`config.mk`:
```
export PLATFORM = sky130hd
export DESIGN_NAME = pulse_handshake_tx
export DESIGN_NICKNAME = d
export VERILOG_FILES = /design/src/rtl/pulse_handshake_tx_pkg.sv /design/src/rtl/pulse_handshake_tx_sync_ff_chain.sv /design/src/rtl/pulse_handshake_tx.sv
export SDC_FILE = /design/constraint.sdc
export NUM_CORES = 1
export LEC_CHECK = 0
export ABC_CLOCK_PERIOD_IN_PS = 3700
export CELL_PAD_IN_SITES_DETAIL_PLACEMENT = 1
export CELL_PAD_IN_SITES_GLOBAL_PLACEMENT = 1
export CORE_MARGIN = 3
export CORE_UTILIZATION = 45
export CTS_BUF_LIST = sky130_fd_sc_hd__clkbuf_8
export CTS_CLUSTER_DIAMETER = 80
export DETAILED_ROUTE_END_ITERATION = 8
export GPL_ROUTABILITY_DRIVEN = 0
export PLACE_DENSITY = 0.82
export SYNTH_ARGS = -nofsm -noshare
export SYNTH_HDL_FRONTEND = slang
export SYNTH_HIERARCHICAL = 1
export SYNTH_SLANG_ARGS = --single-unit
```
`constraint.sdc`:
```
create_clock -name CLK -period 3.7 [get_ports CLK]
set_input_delay 0.555 -clock CLK [delete_from_list [all_inputs] [get_ports CLK]]
set_output_delay 0.555 -clock CLK [all_outputs]
set_load 0.005 [all_outputs]
```
`src/rtl/pulse_handshake_tx_pkg.sv`:
```
// Shared definitions for the pulse handshake link: FSM encoding, defaults and sizing helpers.
package pulse_handshake_tx_pkg;

  typedef enum logic [1:0] {
    ST_IDLE   = 2'd0,
    ST_REQ_HI = 2'd1,
    ST_REQ_LO = 2'd2
  } hs_state_e;

  localparam int SYNC_STAGES_DFLT = 3;

  // Timer must be able to run past TIMEOUT-1 so a sticky error fires once per phase.
  function automatic int timer_width(input int timeout);
    return (timeout < 1) ? 1 : $clog2(timeout + 1);
  endfunction

endpackage

```
`src/rtl/pulse_handshake_tx_sync_ff_chain.sv`:
```
// N-flop level synchronizer with synchronous reset to 0; shared with the receiver side.
module sync_ff_chain #(
  parameter int STAGES = 3
) (
  input  logic CLK,
  input  logic RST,
  input  logic din,
  output logic dout
);

  logic [STAGES-1:0] chain_r;

  // Shift the asynchronous level through the synchronizer stages.
  always_ff @(posedge CLK) begin
    if (RST) begin
      chain_r <= '0;
    end else begin
      chain_r <= {chain_r[STAGES-2:0], din};
    end
  end

  assign dout = chain_r[STAGES-1];

endmodule

```
`src/rtl/pulse_handshake_tx.sv`:
```
// Source side of a 4-phase req/ack pulse link: pending counter, handshake FSM and phase timer.
module pulse_handshake_tx
  import pulse_handshake_tx_pkg::*;
#(
  parameter int SYNC_STAGES = SYNC_STAGES_DFLT,
  parameter int CNT_W       = 4,
  parameter int TIMEOUT     = 1024
) (
  input  logic             CLK,
  input  logic             RST,
  input  logic             SIG_I,
  input  logic             ACK_I,
  input  logic             ERR_CLR,
  output logic             REQ_O,
  output logic             BUSY,
  output logic [CNT_W-1:0] PEND,
  output logic             OVF,
  output logic             TO_ERR
);

  localparam int               TMR_W    = timer_width(TIMEOUT);
  localparam bit               TO_EN    = (TIMEOUT > 0);
  localparam logic [CNT_W-1:0] PEND_MAX = {CNT_W{1'b1}};
  localparam logic [TMR_W-1:0] TMR_MAX  = {TMR_W{1'b1}};
  localparam logic [TMR_W-1:0] TMR_LAST = TMR_W'((TIMEOUT > 0) ? (TIMEOUT - 1) : 0);

  hs_state_e        state_r, state_nx_s;
  logic [CNT_W-1:0] pend_r, pend_nx_s;
  logic [TMR_W-1:0] timer_r, timer_nx_s;
  logic             req_r, ovf_r, ovf_nx_s, to_err_r, to_err_nx_s;
  logic             ack_s, pend_nz_s, launch_s, waiting_s, inc_s, dec_s;

  sync_ff_chain #(.STAGES(SYNC_STAGES)) u_ack_sync (
    .CLK  (CLK),
    .RST  (RST),
    .din  (ACK_I),
    .dout (ack_s)
  );

  assign pend_nz_s = (pend_r != {CNT_W{1'b0}});

  // Handshake sequencing; launch_s marks the cycle an event is committed to a new REQ.
  always_comb begin
    state_nx_s = state_r;
    launch_s   = 1'b0;
    waiting_s  = 1'b0;
    case (state_r)
      ST_IDLE: begin
        if (SIG_I || pend_nz_s) begin
          state_nx_s = ST_REQ_HI;
          launch_s   = 1'b1;
        end else begin
          state_nx_s = ST_IDLE;
        end
      end
      ST_REQ_HI: begin
        if (ack_s) begin
          state_nx_s = ST_REQ_LO;
        end else begin
          state_nx_s = ST_REQ_HI;
          waiting_s  = 1'b1;
        end
      end
      ST_REQ_LO: begin
        if (!ack_s) begin
          if (SIG_I || pend_nz_s) begin
            state_nx_s = ST_REQ_HI;
            launch_s   = 1'b1;
          end else begin
            state_nx_s = ST_IDLE;
          end
        end else begin
          state_nx_s = ST_REQ_LO;
          waiting_s  = 1'b1;
        end
      end
      default: begin
        state_nx_s = ST_IDLE;
      end
    endcase
  end

  // Pending counter: a launch drains the queue first, so a coincident SIG_I is queued instead.
  always_comb begin
    dec_s     = launch_s && pend_nz_s;
    inc_s     = SIG_I && !(launch_s && !pend_nz_s);
    pend_nx_s = pend_r;
    ovf_nx_s  = 1'b0;
    if (inc_s && !dec_s) begin
      if (pend_r == PEND_MAX) begin
        ovf_nx_s = 1'b1;
      end else begin
        pend_nx_s = pend_r + CNT_W'(1);
      end
    end else if (dec_s && !inc_s) begin
      pend_nx_s = pend_r - CNT_W'(1);
    end else begin
      pend_nx_s = pend_r;
    end
  end

  // Phase timer and sticky timeout flag; a new timeout beats a simultaneous clear.
  always_comb begin
    timer_nx_s  = timer_r;
    to_err_nx_s = to_err_r;
    if (state_nx_s != state_r) begin
      timer_nx_s = {TMR_W{1'b0}};
    end else if ((state_r != ST_IDLE) && (timer_r != TMR_MAX)) begin
      timer_nx_s = timer_r + TMR_W'(1);
    end else begin
      timer_nx_s = timer_r;
    end
    if (TO_EN && waiting_s && (timer_r == TMR_LAST)) begin
      to_err_nx_s = 1'b1;
    end else if (ERR_CLR) begin
      to_err_nx_s = 1'b0;
    end else begin
      to_err_nx_s = to_err_r;
    end
  end

  // State and output registers; REQ_O comes straight from req_r.
  always_ff @(posedge CLK) begin
    if (RST) begin
      state_r  <= ST_IDLE;
      req_r    <= 1'b0;
      pend_r   <= {CNT_W{1'b0}};
      ovf_r    <= 1'b0;
      to_err_r <= 1'b0;
      timer_r  <= {TMR_W{1'b0}};
    end else begin
      state_r  <= state_nx_s;
      req_r    <= (state_nx_s == ST_REQ_HI);
      pend_r   <= pend_nx_s;
      ovf_r    <= ovf_nx_s;
      to_err_r <= to_err_nx_s;
      timer_r  <= timer_nx_s;
    end
  end

  assign REQ_O  = req_r;
  assign PEND   = pend_r;
  assign OVF    = ovf_r;
  assign TO_ERR = to_err_r;
  assign BUSY   = (state_r != ST_IDLE) || pend_nz_s;

endmodule

```
# [Word-level counts from Yosys, hierarchy flattened]
# Index checks and enable logic that the tools add are counted.
[classes] n_reduce_logical=21 mux=16 eq_ne=8 bitwise=1 add_sub_neg=3
[ops] operator="two-way mux 4 bit" count=3
[ops] operator="adder 11 x 1 -> 11 bit, second input constant" count=1
[ops] operator="== test 11 x 10 -> 1 bit, second input constant" count=1
[ops] operator="inequality test 11 bit, second input constant" count=1
[ops] operator="two-way mux 1 bit" count=8
[ops] operator="logical AND 1 bit" count=7
[ops] operator="one-hot mux 2 bit (3 select lines)" count=1
[ops] operator="nonzero test 2 bit" count=3
[ops] operator="adder 4 x 1 -> 4 bit, second input constant" count=1
[ops] operator="== test 2 x 1 -> 1 bit, second input constant" count=2
[ops] operator="== test 4 bit, second input constant" count=1
[ops] operator="zero test 1 bit" count=4
[ops] operator="two-way mux 2 bit" count=2
[ops] operator="one-hot mux 1 bit (2 select lines)" count=2
[ops] operator="nonzero test 4 bit" count=1
[ops] operator="OR reduction 2 bit" count=2
[ops] operator="subtractor 4 x 1 -> 4 bit, second input constant" count=1
[ops] operator="== test 2 bit, second input constant" count=1
[ops] operator="zero test 2 bit" count=1
[ops] operator="logical OR 1 bit" count=2
[ops] operator="inequality test 2 bit" count=1
[ops] operator="inequality test 2 bit, second input constant" count=1
[ops] operator="AND reduction 2 bit" count=1
[ops] operator="NOT 1 bit" count=1
[totals] out_inout_bits=8 input_bits=5 elab_cells=56 reg_bits=23

# [Logic depth before layout (Yosys ltp)]
# Gate-level depths: netlist of the first run.
[logic_depth] word_depth=12 ltp_mapped=8

# [Hierarchy]
# The synthesis of the first run kept the hierarchy.
[by_module_without_submodules] mod="pulse_handshake_tx" cells_per_inst=122 area_each_um2=1122.3 instances=1
[by_module_without_submodules] mod="sync_ff_chain" cells_per_inst=6 area_each_um2=78.8 instances=1

# [Worst setup path after synthesis of the first run]
# Ideal clock, no wire load.
[synth_timing] kind="reg2reg" startpoint="register state_r[1]" endpoint="register pend_r[3] (netlist: PEND[3])" path_stages_with_launch=9 setup_slack_ps=1816 t_arrival_ps=1762 synth_period_minus_slack_ps=1884 required_time_ps=3579 setup_time_ps=121 n_path_buf=1 cell_sequence="dfxtp_1 buf_6 a21o_4 nand2_1 ha_1 a21oi_1 a211oi_1 o22ai_1 mux2_4"
[synth_between] elab_chain_cells=9 word_cells_on_any_way=15 classes_between="2 x eq/ne; 2 x mux; 11 x reduce/logical"
[synth_lines] element="start: declaration" line="pulse_handshake_tx.sv:27" source="hs_state_e state_r, state_nx_s;"
[synth_lines] element="start signal: assignment" line="pulse_handshake_tx.sv:132" source="state_r <= state_nx_s;"
[synth_lines] element="== test 2 bit or zero test 2 bit (tied branches)" line="pulse_handshake_tx.sv:47" source="case (state_r)"
[synth_lines] element="one-hot mux 1 bit (2 select lines) (*)" line="pulse_handshake_tx.sv:47"
[synth_lines] element="logical AND 1 bit" line="pulse_handshake_tx.sv:86" source="inc_s = SIG_I && !(launch_s && !pend_nz_s);"
[synth_lines] element="zero test 1 bit" line="pulse_handshake_tx.sv:86"
[synth_lines] element="logical AND 1 bit" line="pulse_handshake_tx.sv:86"
[synth_lines] element="zero test 1 bit" line="pulse_handshake_tx.sv:95" source="end else if (dec_s && !inc_s) begin"
[synth_lines] element="logical AND 1 bit" line="pulse_handshake_tx.sv:95"
[synth_lines] element="nonzero test 2 bit (no source line)"
[synth_lines] element="AND reduction 2 bit (no source line)"
[synth_lines] element="end signal: assignment" line="pulse_handshake_tx.sv:127" source="pend_r <= {CNT_W{1'b0}};"
[synth_lines] element="end signal: assignment" line="pulse_handshake_tx.sv:134" source="pend_r <= pend_nx_s;"
[synth_lines] element="end: declaration" line="pulse_handshake_tx.sv:28" source="logic [CNT_W-1:0] pend_r, pend_nx_s;"
# Mark *: on every way between the ends. The rest lies on a longest branch, timed or not.
# A chain may end at the register's enable or synchronous reset.

# [Worst setup path after layout of the first run]
[layout_timing] startpoint="input port SIG_I" endpoint="register pend_r[3] (netlist: PEND[3])"
[layout_between] elab_chain_cells=11 word_cells_on_any_way=16 classes_between="1 x eq/ne; 4 x mux; 11 x reduce/logical"
[layout_lines] element="start: declaration" line="pulse_handshake_tx.sv:11" source="input logic SIG_I,"
[layout_lines] element="logical OR 1 bit" line="pulse_handshake_tx.sv:49, pulse_handshake_tx.sv:66"
[layout_lines] element="two-way mux 1 bit" line="pulse_handshake_tx.sv:49, pulse_handshake_tx.sv:66"
[layout_lines] element="two-way mux 1 bit" line="pulse_handshake_tx.sv:65" source="if (!ack_s) begin"
[layout_lines] element="one-hot mux 1 bit (2 select lines)" line="pulse_handshake_tx.sv:47"
[layout_lines] element="logical AND 1 bit" line="pulse_handshake_tx.sv:86"
[layout_lines] element="zero test 1 bit" line="pulse_handshake_tx.sv:86"
[layout_lines] element="logical AND 1 bit" line="pulse_handshake_tx.sv:86"
[layout_lines] element="zero test 1 bit" line="pulse_handshake_tx.sv:95"
[layout_lines] element="logical AND 1 bit" line="pulse_handshake_tx.sv:95"
[layout_lines] element="nonzero test 2 bit (no source line)"
[layout_lines] element="AND reduction 2 bit (no source line)"
# Several ways; a longest one is shown, not always the timed one.

==> metrics.txt, run 1 <==
# hold bufs at CTS 0; WP data required a little under 4 ns; H-tree depth 1; area share of the largest cell type after synthesis 0.383; Critical Path Start SIG_I; worst setup path class input port to flop; Main synth FF type dfxtp_1; largest area contributor in the netlist dfxtp_1; Reg power frac 0.408; HPWL Detailed between 2000 and 2500 um; Clock Latency Late Sink 0.27 ns; ANT nets after route 0; r2r startpoint state_r[1]; die height around 58 um; clk slew on worst S/H paths ~0.080 ns; # Post-CTS Setup Buffers 0; Clk network pwr share 0.190; Place WS about 1.1 ns; CP Launch Type input port; area occupied by multi-input gates ~700 um^2; antenna cell count 0; setup tns final 0 ns; pin count of the biggest net entering global routing 15; Post-synth top cells dfxtp_1 (23), nor2_1 (14), a21oi_1 (10); drt total wl 2640 um; hold wc startpoint u_ack_sync/chain_r[1]; sw frac 0.359; Starting Density 0.480; Routed WL per cell between 15 and 20 um; yosys warns 6; final worst path period need 2.36 ns; Max-cap violations 0; crit path max fanout 6; Peak supply drop 0.418 mV; worst r2r path cells 7; Die Wd approximately 58 um; Cell Area, Placed 1330 um^2; post-synthesis sequential area ratio 0.383; Core ar. about 2500 um^2; fmax between 400 and 500 MHz; Yosys cell types just under 50; mapped cell area ~1200 um^2; PortBufs 12; synth top area cells dfxtp_1 (38%), nor2_1 (4.4%), a21oi_1 (4.2%); internal power between 0.5 and 0.6 mW; DR pass1 iterations 4; vias in the first global route 1000; layout cells sized above 1 0.129; setup repair after global routing missed its margin false; Iteration-0 DRC Markers 12; Sink Count 23; Layout area overhead 14.6%; Syn Area/Cell between 9 and 10 um^2; WHS Path Cells 1; initial antenna violation count 0; Worst setup EP type flop; num rows 18; most common cell in the netlist dfxtp_1; total power per unit cell area around 600 nW/um^2; number of synthesized flops with an enable pin 0; P_sw 0.296 mW; flops & latches, synth 23; Final Cell Area about 1400 um^2; post-cts gate resize count 0; num ports 13; Logic pwr share 0.402; worst min path class flop to flop; All-Layer GR Usage 0.175; Hold Violations, Final 0; final setup vio count 0; Clock Tree Root clkbuf_8; Clock Skew between 0.002 and 0.0025 ns; worst rel slew slack 0.654; nets@finish 150; drc violations 0; Post-Syn Instances around 130; Async S/R FF share, synth 0; global-route wire length before repair approximately 4600 um; # fillers about 290; leakage power a little under 0.5 nW; post-route clock period utilization 0.638; CTS buffer count 3; Slew @ Worst Pin 0.517 ns; register area 460 um^2; status complete, no violations; Max Slew Vio Count 0; Synthesized Nets between 100 and 150; Arr. time, crit path 2.53 ns; CTS Buffer Depth 2; grt ovf 0; full die area around 3300 um^2; final worst setup slack ~1.3 ns; Vias/cell around 5.9; via count roughly 1000; CTS tree yes
[power groups by stage]
stage          registers [mW]  logic [mW]  clock network [mW]
6_report                0.337       0.332               0.156
5_1_grt                 0.346       0.370               0.171
4_1_cts                 0.337       0.335               0.162
3_5_place_dp            0.343       0.334                   0
3_3_place_gp            0.340       0.322                   0
2_1_floorplan           0.327       0.224                   0
[kinds of logic (layout without fill, tap and decap cells)]
logic type	after synthesis	after routing	share of synthesized area
compound gates	28	28	0.194
xor+xnor	5	5	0.0365
fa+ha+maj	4	4	0.0479
buf+inv	8	20	0.0354
flops	23	23	0.383
mux	4	4	0.0385
simple gates	56	56	0.265
[stage by stage]
| stage | util | total power [mW] | std cells | hold slack, ns |
|---|---|---|---|---|
| floorplan | - | 0.552 | 128 | 0.414 |
| global placement | 0.533 | 0.662 | 166 | 0.417 |
| detailed placement | 0.533 | 0.677 | 166 | 0.440 |
| CTS | 0.551 | 0.834 | 170 | 0.460 |
| global route | 0.551 | 0.886 | 170 | 0.464 |
| finish | 0.551 | 0.825 | 170 | 0.451 |
[critical path, cell delays in order]
cell             delay (ns)
clkdlybuf4s50_1        0.60
nand2_1                0.18
ha_1                   0.39
nand3_1                0.13
a211oi_1               0.24
o22ai_1                0.13
mux2_4                 0.30
[sequential cells by signal, summed over array words and instances, names as in the netlist]
signal	count
timer_r	11
REQ_O	1
state_r	2
TO_ERR	1
OVF	1
PEND	4
u_ack_sync/chain_r	3
[worst paths after layout]
check	to	slack, ns
setup / recovery	PEND[3]	1.34
hold / removal	u_ack_sync/chain_r[2]	0.45
setup reg to reg	PEND[3]	1.54
hold reg to reg	u_ack_sync/chain_r[2]	0.45
[area by class of cell]
class | count | area share
clock buffer | 3 | 0.0300
multi-input combinational | 97 | 0.507
tap | 30 | 0.0273
timing repair buffer | 12 | 0.0873
sequential | 23 | 0.335
clock inverter | 1 | 0.00273
inverter | 4 | 0.0109
[layer usage]
metal  routed length (um)  up-vias  global-route usage
met5                    0        -                   0
met4                   19        0              0.0497
met3                  100        2              0.0423
met2                 1260       19               0.271
met1                 1260      489               0.243
li1                     -      493                   -
[placed cells by master (no fill, tap or decap), drive strengths merged, types with 2 or more instances in the layout]
| cell type | instances |
|---|---|
| a21oi | 10 |
| a31o | 2 |
| and3 | 2 |
| clkbuf | 3 |
| clkdlybuf4s50 | 12 |
| dfxtp | 23 |
| ha | 3 |
| inv | 5 |
| mux2 | 2 |
| mux2i | 2 |
| nand2 | 5 |
| nand3 | 8 |
| nand4 | 5 |
| nor2 | 14 |
| nor2b | 5 |
| nor3 | 7 |
| nor3b | 2 |
| o211ai | 2 |
| o21ai | 3 |
| or3 | 3 |
| xnor2 | 3 |
| xor2 | 2 |
No activity file was read; power rests on OpenSTA's default activity.
==> inputs of run 2 (changes only) <==
- ABC_CLOCK_PERIOD_IN_PS: 3700 -> 2400
- CORE_UTILIZATION: 45 -> 44
- PLACE_DENSITY: 0.82 -> 0.8
- clock period: 3.7 -> 2.4 ns (I/O delays scaled with it)
==> run 2 against run 1 <==
  * Sequential cell count unchanged
  * Highest routed layer unchanged
  * Largest cell class unchanged
  * Die area increased by 2.0%
  * Register-to-register slack got worse by 1.3 ns
  * Worst hold slack got worse by 0.0064 ns
  * Global-route usage increased by 1.7 points
  * Clock skew about the same
==> metrics.txt, run 2 (synthesis results as in run 1) <==
Clock Latency Late Sink 0.26 ns (was 0.27 ns); M3 GR Usage 0.0601 (was 0.0423); Layout area overhead 15.9% (was 14.6%); Worst setup EP type flop (unchanged); max FFs per register 11 (unchanged); num ports 13 (unchanged); met1 usage 0.263 (was 0.243); # Post-CTS Setup Buffers 0 (unchanged); full die area 3390 um^2 (was 3330 um^2); layout cells sized above 1 0.148 (was 0.129); Hold Violations, Final 0 (unchanged); Reg power frac 0.409 (was 0.408); WP data required 2.56 ns (was 3.86 ns); Cell Area, Placed 1350 um^2 (was 1330 um^2); final setup vio count 0 (unchanged); Peak supply drop 0.548 mV (was 0.418 mV); Clk network pwr share 0.184 (was 0.190); placed cells 168 (was 166); Arr. time, crit path 2.33 ns (was 2.53 ns); All-Layer GR Usage 0.192 (was 0.175); most common cell after layout, fill and taps aside dfxtp_1 (unchanged); post-cts gate resize count 0 (unchanged); vias in the first global route 1049 (was 1000); sw frac 0.358 (was 0.359); Critical Path Start state_r[1] (was SIG_I); worst rel slew slack 0.762 (was 0.654); # fillers 305 (was 286); Max Slew Vio Count 0 (unchanged); hold wc startpoint u_ack_sync/chain_r[1] (unchanged); Slew @ Worst Pin 0.354 ns (was 0.517 ns); drc violations 0 (unchanged); post-route clock period utilization 0.906; total power per unit cell area 921 nW/um^2 (was 600 nW/um^2); nets@finish 152 (was 150); leakage power 0.502 nW (was 0.494 nW); grt met2 use 0.300 (was 0.271); antenna cell count 0 (unchanged); Iteration-0 DRC Markers 20 (was 12); H-tree depth 1 (unchanged); CTS Buffer Depth 2 (unchanged); crit path max fanout 9 (was 6); P_sw 0.460 mW (was 0.296 mW); worst r2r path cells 7 (unchanged); Final Cell Area 1390 um^2 (was 1380 um^2); grt ovf 0 (unchanged); Biggest register timer_r (unchanged); CP max stage cell dfxtp_1 (was clkdlybuf4s50_1); WHS Path Cells 1 (unchanged); global-route wire length before repair 5040 um (was 4620 um); setup tns final 0 ns (unchanged); r2r startpoint state_r[1] (unchanged); fmax roughly 460 MHz; most frequent cells in the layout dfxtp_1 (23), nor2_1 (14), clkdlybuf4s50_1 (12) (unchanged); worst setup path class flop to flop (was input port to flop); PortBufs 12 (unchanged); Sink Count 23 (unchanged); status complete, no violations (unchanged); Vias/cell 5.98 (was 5.90); critical-path cell list a21o_4 > nand2_1 > ha_1 > nand3_1 > a211oi_1 > o22ai_1 > mux2_4 (was clkdlybuf4s50_1 > nand2_1 > ha_1 > nand3_1 > a211oi_1 > o22ai_1 > mux2_4); DR pass1 iterations 4 (unchanged); overall power 1.28 mW (was 0.825 mW); via count 1028 (was 1003); setup repair after global routing missed its margin false (unchanged); CTS buffer count 3 (unchanged); internal power 0.823 mW (was 0.529 mW); final worst path period need approximately 2.2 ns; die height 58.3 um (was 57.7 um); clk slew on worst S/H paths 0.08 ns (about the same); Place WS 0.122 ns (was 1.05 ns); Final Util 0.547 (was 0.551); CP Launch Type flop (was input port); pin count of the biggest net entering global routing 14 (was 15); # hold bufs at CTS 0 (unchanged); worst hold margin 0.444 ns (was 0.451 ns); Starting Density 0.472 (was 0.480); final worst setup slack 0.225 ns (was 1.34 ns); Core ar. 2540 um^2 (was 2500 um^2); CTS tree yes (unchanged); Die Wd 58.3 um (was 57.7 um); post-route insts no fill 172 (was 170); Routed WL per cell 16.1 um (was 15.5 um); drt total wl 2760 um (was 2640 um); worst min path class flop to flop (unchanged); Clock Skew 0.00257 ns (was 0.00234 ns); num rows 18 (unchanged); Max-cap violations 0 (unchanged); ANT nets after route 0 (unchanged); GR peak layer met2 (unchanged); HPWL Detailed 2140 um (was 2050 um); initial antenna violation count 0 (unchanged); Slowest Stage Delay on Critical Path 0.52 ns (was 0.60 ns); Logic pwr share 0.407 (was 0.402); Clock Tree Root clkbuf_8 (unchanged)
-- run 2: cell count changes in the layout (fill, tap and decap cells not counted) --
| cell | before | now |
|---|---|---|
| buf_4 | 0 | 2 |
| inv_1 | 4 | 3 |
| clkinv_2 | 0 | 1 |
-- run 2: path summary, 6_finish.rpt --
kind                      endpoint  slack, ns
max                        PEND[3]       0.23
min          u_ack_sync/chain_r[2]       0.44
max reg2reg                PEND[3]       0.23
min reg2reg  u_ack_sync/chain_r[2]       0.44
-- run 2: layout make-up --
type,instances,area (um^2),area share
clock buffer,3,41.3,0.0296
clock inverter,1,5.00,0.00359
inverter,4,15.0,0.0108
multi-input combinational,97,698,0.501
sequential,23,460,0.331
tap,30,37.5,0.0270
timing repair buffer,14,135,0.0970
-- run 2: critical path, delay by kind of cell, from the launching register on --
kind | cells | cell delay [ns]
AOI/OAI and AO/OA | 3 | 0.62
and+or+nand+nor | 2 | 0.25
DFF | 1 | 0.52
adders and majority gates | 1 | 0.37
muxes | 1 | 0.31
-- run 2: layer usage --
metal | vias up | routed length [um]
met3 | 2 | 148
met5 | - | 0
met1 | 503 | 1320
met2 | 23 | 1290
li1 | 500 | -
met4 | 0 | 9
-- run 2: power by group through the flow --
stage | clock network, mW | registers [mW] | logic, mW
after detailed placement | 0 | 0.534 | 0.522
final | 0.237 | 0.524 | 0.522
after global routing | 0.264 | 0.537 | 0.576
after floorplan | 0 | 0.505 | 0.346
after global placement | 0 | 0.525 | 0.500
after CTS | 0.250 | 0.525 | 0.527
==> inputs of run 3 (changes only) <==
- ABC_AREA: unset -> 1
- CORE_UTILIZATION: 44 -> 41
- HOLD_SLACK_MARGIN: unset -> 0.03
- PLACE_DENSITY: 0.8 -> unset
- PLACE_DENSITY_LB_ADDON: unset -> 0.15
==> run 3 against run 2 <==
  * Clock power is 3% higher
  * Via count is 13% higher
  * Combinational power is 1% higher
  * Sequential share of layout area is 0.90 points lower
  * Sequential cell count stayed put
  * Non-clock buffer count is 2 lower
  * Clock-buffer cell count stayed put
  * Critical path depth is 2 lower
  * Synthesized cell count is 39% higher
  * Worst hold slack worse by 0.028 ns
  * Critical path type is now flop to output pin
  * Critical endpoint is now BUSY
==> metrics.txt, run 3 <==
status complete, no violations (unchanged); worst setup path class flop to output pin (was flop to flop); post-route insts no fill 225 (was 172); H-tree depth 1 (unchanged); CTS Buffer Depth 2 (unchanged); post-synthesis sequential area ratio 0.376 (was 0.383); crit path max fanout 7 (was 9); PortBufs 12 (unchanged); DR pass1 iterations 4 (unchanged); Synthesized Nets 187 (was 137); worst min path class flop to flop (unchanged); Biggest register timer_r (unchanged); Syn Area/Cell 6.89 um^2 (was 9.38 um^2); Sink Count 23 (unchanged); CP Launch Type flop (unchanged); Max Slew Vio Count 0 (unchanged); Max-cap violations 0 (unchanged); pin count of the biggest net entering global routing 14 (unchanged); via count 1158 (was 1028); # fillers 382 (was 305); final setup vio count 0 (unchanged); most common cell after layout, fill and taps aside nand2_1 (was dfxtp_1); Routed WL per cell 12.6 um (was 16.1 um); Worst setup EP type output pin (was flop); Starting Density 0.437 (was 0.472); placed cells 221 (was 168); Die Wd 60.7 um (was 58.3 um); Core ar. 2810 um^2 (was 2540 um^2); fmax 526 MHz (was 460 MHz); leakage power 0.607 nW (was 0.502 nW); area share of the largest cell type after synthesis 0.376 (was 0.383); num ports 13 (unchanged); most frequent cells in the layout nand2_1 (53), inv_1 (25), dfxtp_1 (23) (was dfxtp_1 (23), nor2_1 (14), clkdlybuf4s50_1 (12)); yosys warns 6 (unchanged); Cell Area, Placed 1390 um^2 (was 1350 um^2); initial antenna violation count 0 (unchanged); Post-synth top cells nand2_1 (53), inv_1 (25), dfxtp_1 (23) (was dfxtp_1 (23), nor2_1 (14), a21oi_1 (10)); Peak supply drop 0.511 mV (was 0.548 mV); Slew @ Worst Pin 0.313 ns (was 0.354 ns); Iteration-0 DRC Markers 28 (was 20); global-route wire length before repair 5050 um (was 5040 um); largest area contributor in the netlist dfxtp_1 (unchanged); vias in the first global route 1178 (was 1049); Vias/cell 5.15 (was 5.98); total power per unit cell area 885 nW/um^2 (was 921 nW/um^2); Arr. time, crit path 1.54 ns (was 2.33 ns); Clock Skew 0.00254 ns (was 0.00257 ns); clk slew on worst S/H paths 0.09 ns (was 0.08 ns); CTS buffer count 3 (unchanged); mapped cell area 1230 um^2 (was 1200 um^2); layout cells sized above 1 0.119 (was 0.148); Clock Latency Late Sink 0.26 ns (about the same); die height 60.7 um (was 58.3 um); CTS tree yes (unchanged); setup repair after global routing missed its margin false (unchanged); Clock Tree Root clkbuf_8 (unchanged); setup tns final 0 ns (unchanged); post-cts gate resize count 0 (unchanged); ANT nets after route 0 (unchanged); num rows 19 (was 18); flops & latches, synth 23 (unchanged); # hold bufs at CTS 0 (unchanged); full die area 3680 um^2 (was 3390 um^2); drc violations 0 (unchanged); Hold Violations, Final 0 (unchanged); Layout area overhead 16.7% (was 15.9%); synth top area cells dfxtp_1 (38%), nand2_1 (16%), inv_1 (7.7%) (was dfxtp_1 (38%), nor2_1 (4.4%), a21oi_1 (4.2%)); max FFs per register 11 (unchanged); grt ovf 0 (unchanged); worst rel slew slack 0.789 (was 0.762); Yosys cell types 23 (was 49); nets@finish 204 (was 152); Post-Syn Instances 178 (was 128); most common cell in the netlist nand2_1 (was dfxtp_1); final worst path period need 1.90 ns (was 2.17 ns); antenna cell count 0 (unchanged); post-route clock period utilization 0.792 (was 0.906); WP data required 2.04 ns (was 2.56 ns); number of synthesized flops with an enable pin 0 (unchanged); Main synth FF type dfxtp_1 (unchanged); Final Cell Area 1430 um^2 (was 1390 um^2); # Post-CTS Setup Buffers 0 (unchanged); HPWL Detailed 2260 um (was 2140 um); All-Layer GR Usage 0.178 (was 0.192); Async S/R FF share, synth 0 (unchanged); drt total wl 2830 um (was 2760 um)
run 3: cell count changes after synthesis, moves of 4 or more:
cell     previous run  this run
o21ai_0             2         6
nand2_2             1         5
inv_1               3        25
nand2_1             4        53
nor2b_1             5         0
run 3: final timing paths:
path                              start               endpoint  slack (ns)  cells past startpoint
setup reg to reg  u_ack_sync/chain_r[2]                PEND[3]        0.54                     11
hold / removal    u_ack_sync/chain_r[0]  u_ack_sync/chain_r[1]        0.42                      2
setup / recovery                PEND[0]                   BUSY        0.50                      5
hold reg to reg   u_ack_sync/chain_r[0]  u_ack_sync/chain_r[1]        0.42                      2
run 3: critical path, cell delays in order (launching register included):
cell	delay [ns]
dfxtp_1	0.48
nor2_1	0.09
nand2_1	0.12
inv_2	0.05
nand2_1	0.05
clkdlybuf4s50_1	0.49
run 3: logic make-up (layout without fill, tap and decap cells):
kind of cell               after synthesis  count (layout)  share of synthesized area
AOI/OAI and AO/OA                       20              20                     0.0816
DFF                                     23              23                      0.376
and+or+nand+nor                         96              96                      0.364
buffers and inverters                   30              46                     0.0959
xor gates and xnor gates                 5               5                     0.0357
adders and majority gates                4               4                     0.0469
run 3: cell type report:
class | instances | area (um^2) | share of cell area
Multi-Input combinational cell | 125 | 648 | 0.453
Sequential cell | 23 | 460 | 0.322
Timing Repair Buffer | 12 | 120 | 0.0839
Inverter | 30 | 118 | 0.0822
Clock buffer | 3 | 41.3 | 0.0288
Tap cell | 31 | 38.8 | 0.0271
Clock inverter | 1 | 5.00 | 0.00350
run 3: through the flow:
step | util | hold slack (ns) | setup WS, ns | power, mW
after floorplan | - | 0.388 | 0.881 | 0.820
after global placement | 0.494 | 0.393 | 0.422 | 1.00
after detailed placement | 0.494 | 0.408 | 0.278 | 1.03
after CTS | 0.510 | 0.421 | 0.479 | 1.29
after global routing | 0.510 | 0.440 | 0.311 | 1.39
final | 0.510 | 0.416 | 0.498 | 1.27
run 3: power breakdown:
part / switching (mW) / internal [mW]
registers: 0.0648 / 0.430
clock network: 0.128 / 0.116
logic: 0.310 / 0.219
run 3: routing by layer:
metal / track usage / vias to the layer above / part of all wire
met5: 0 / - / 0
met4: 0.0557 / 0 / 0.0060
li1: - / 581 / -
met1: 0.235 / 560 / 0.48
met2: 0.301 / 15 / 0.49
met3: 0.0255 / 2 / 0.028
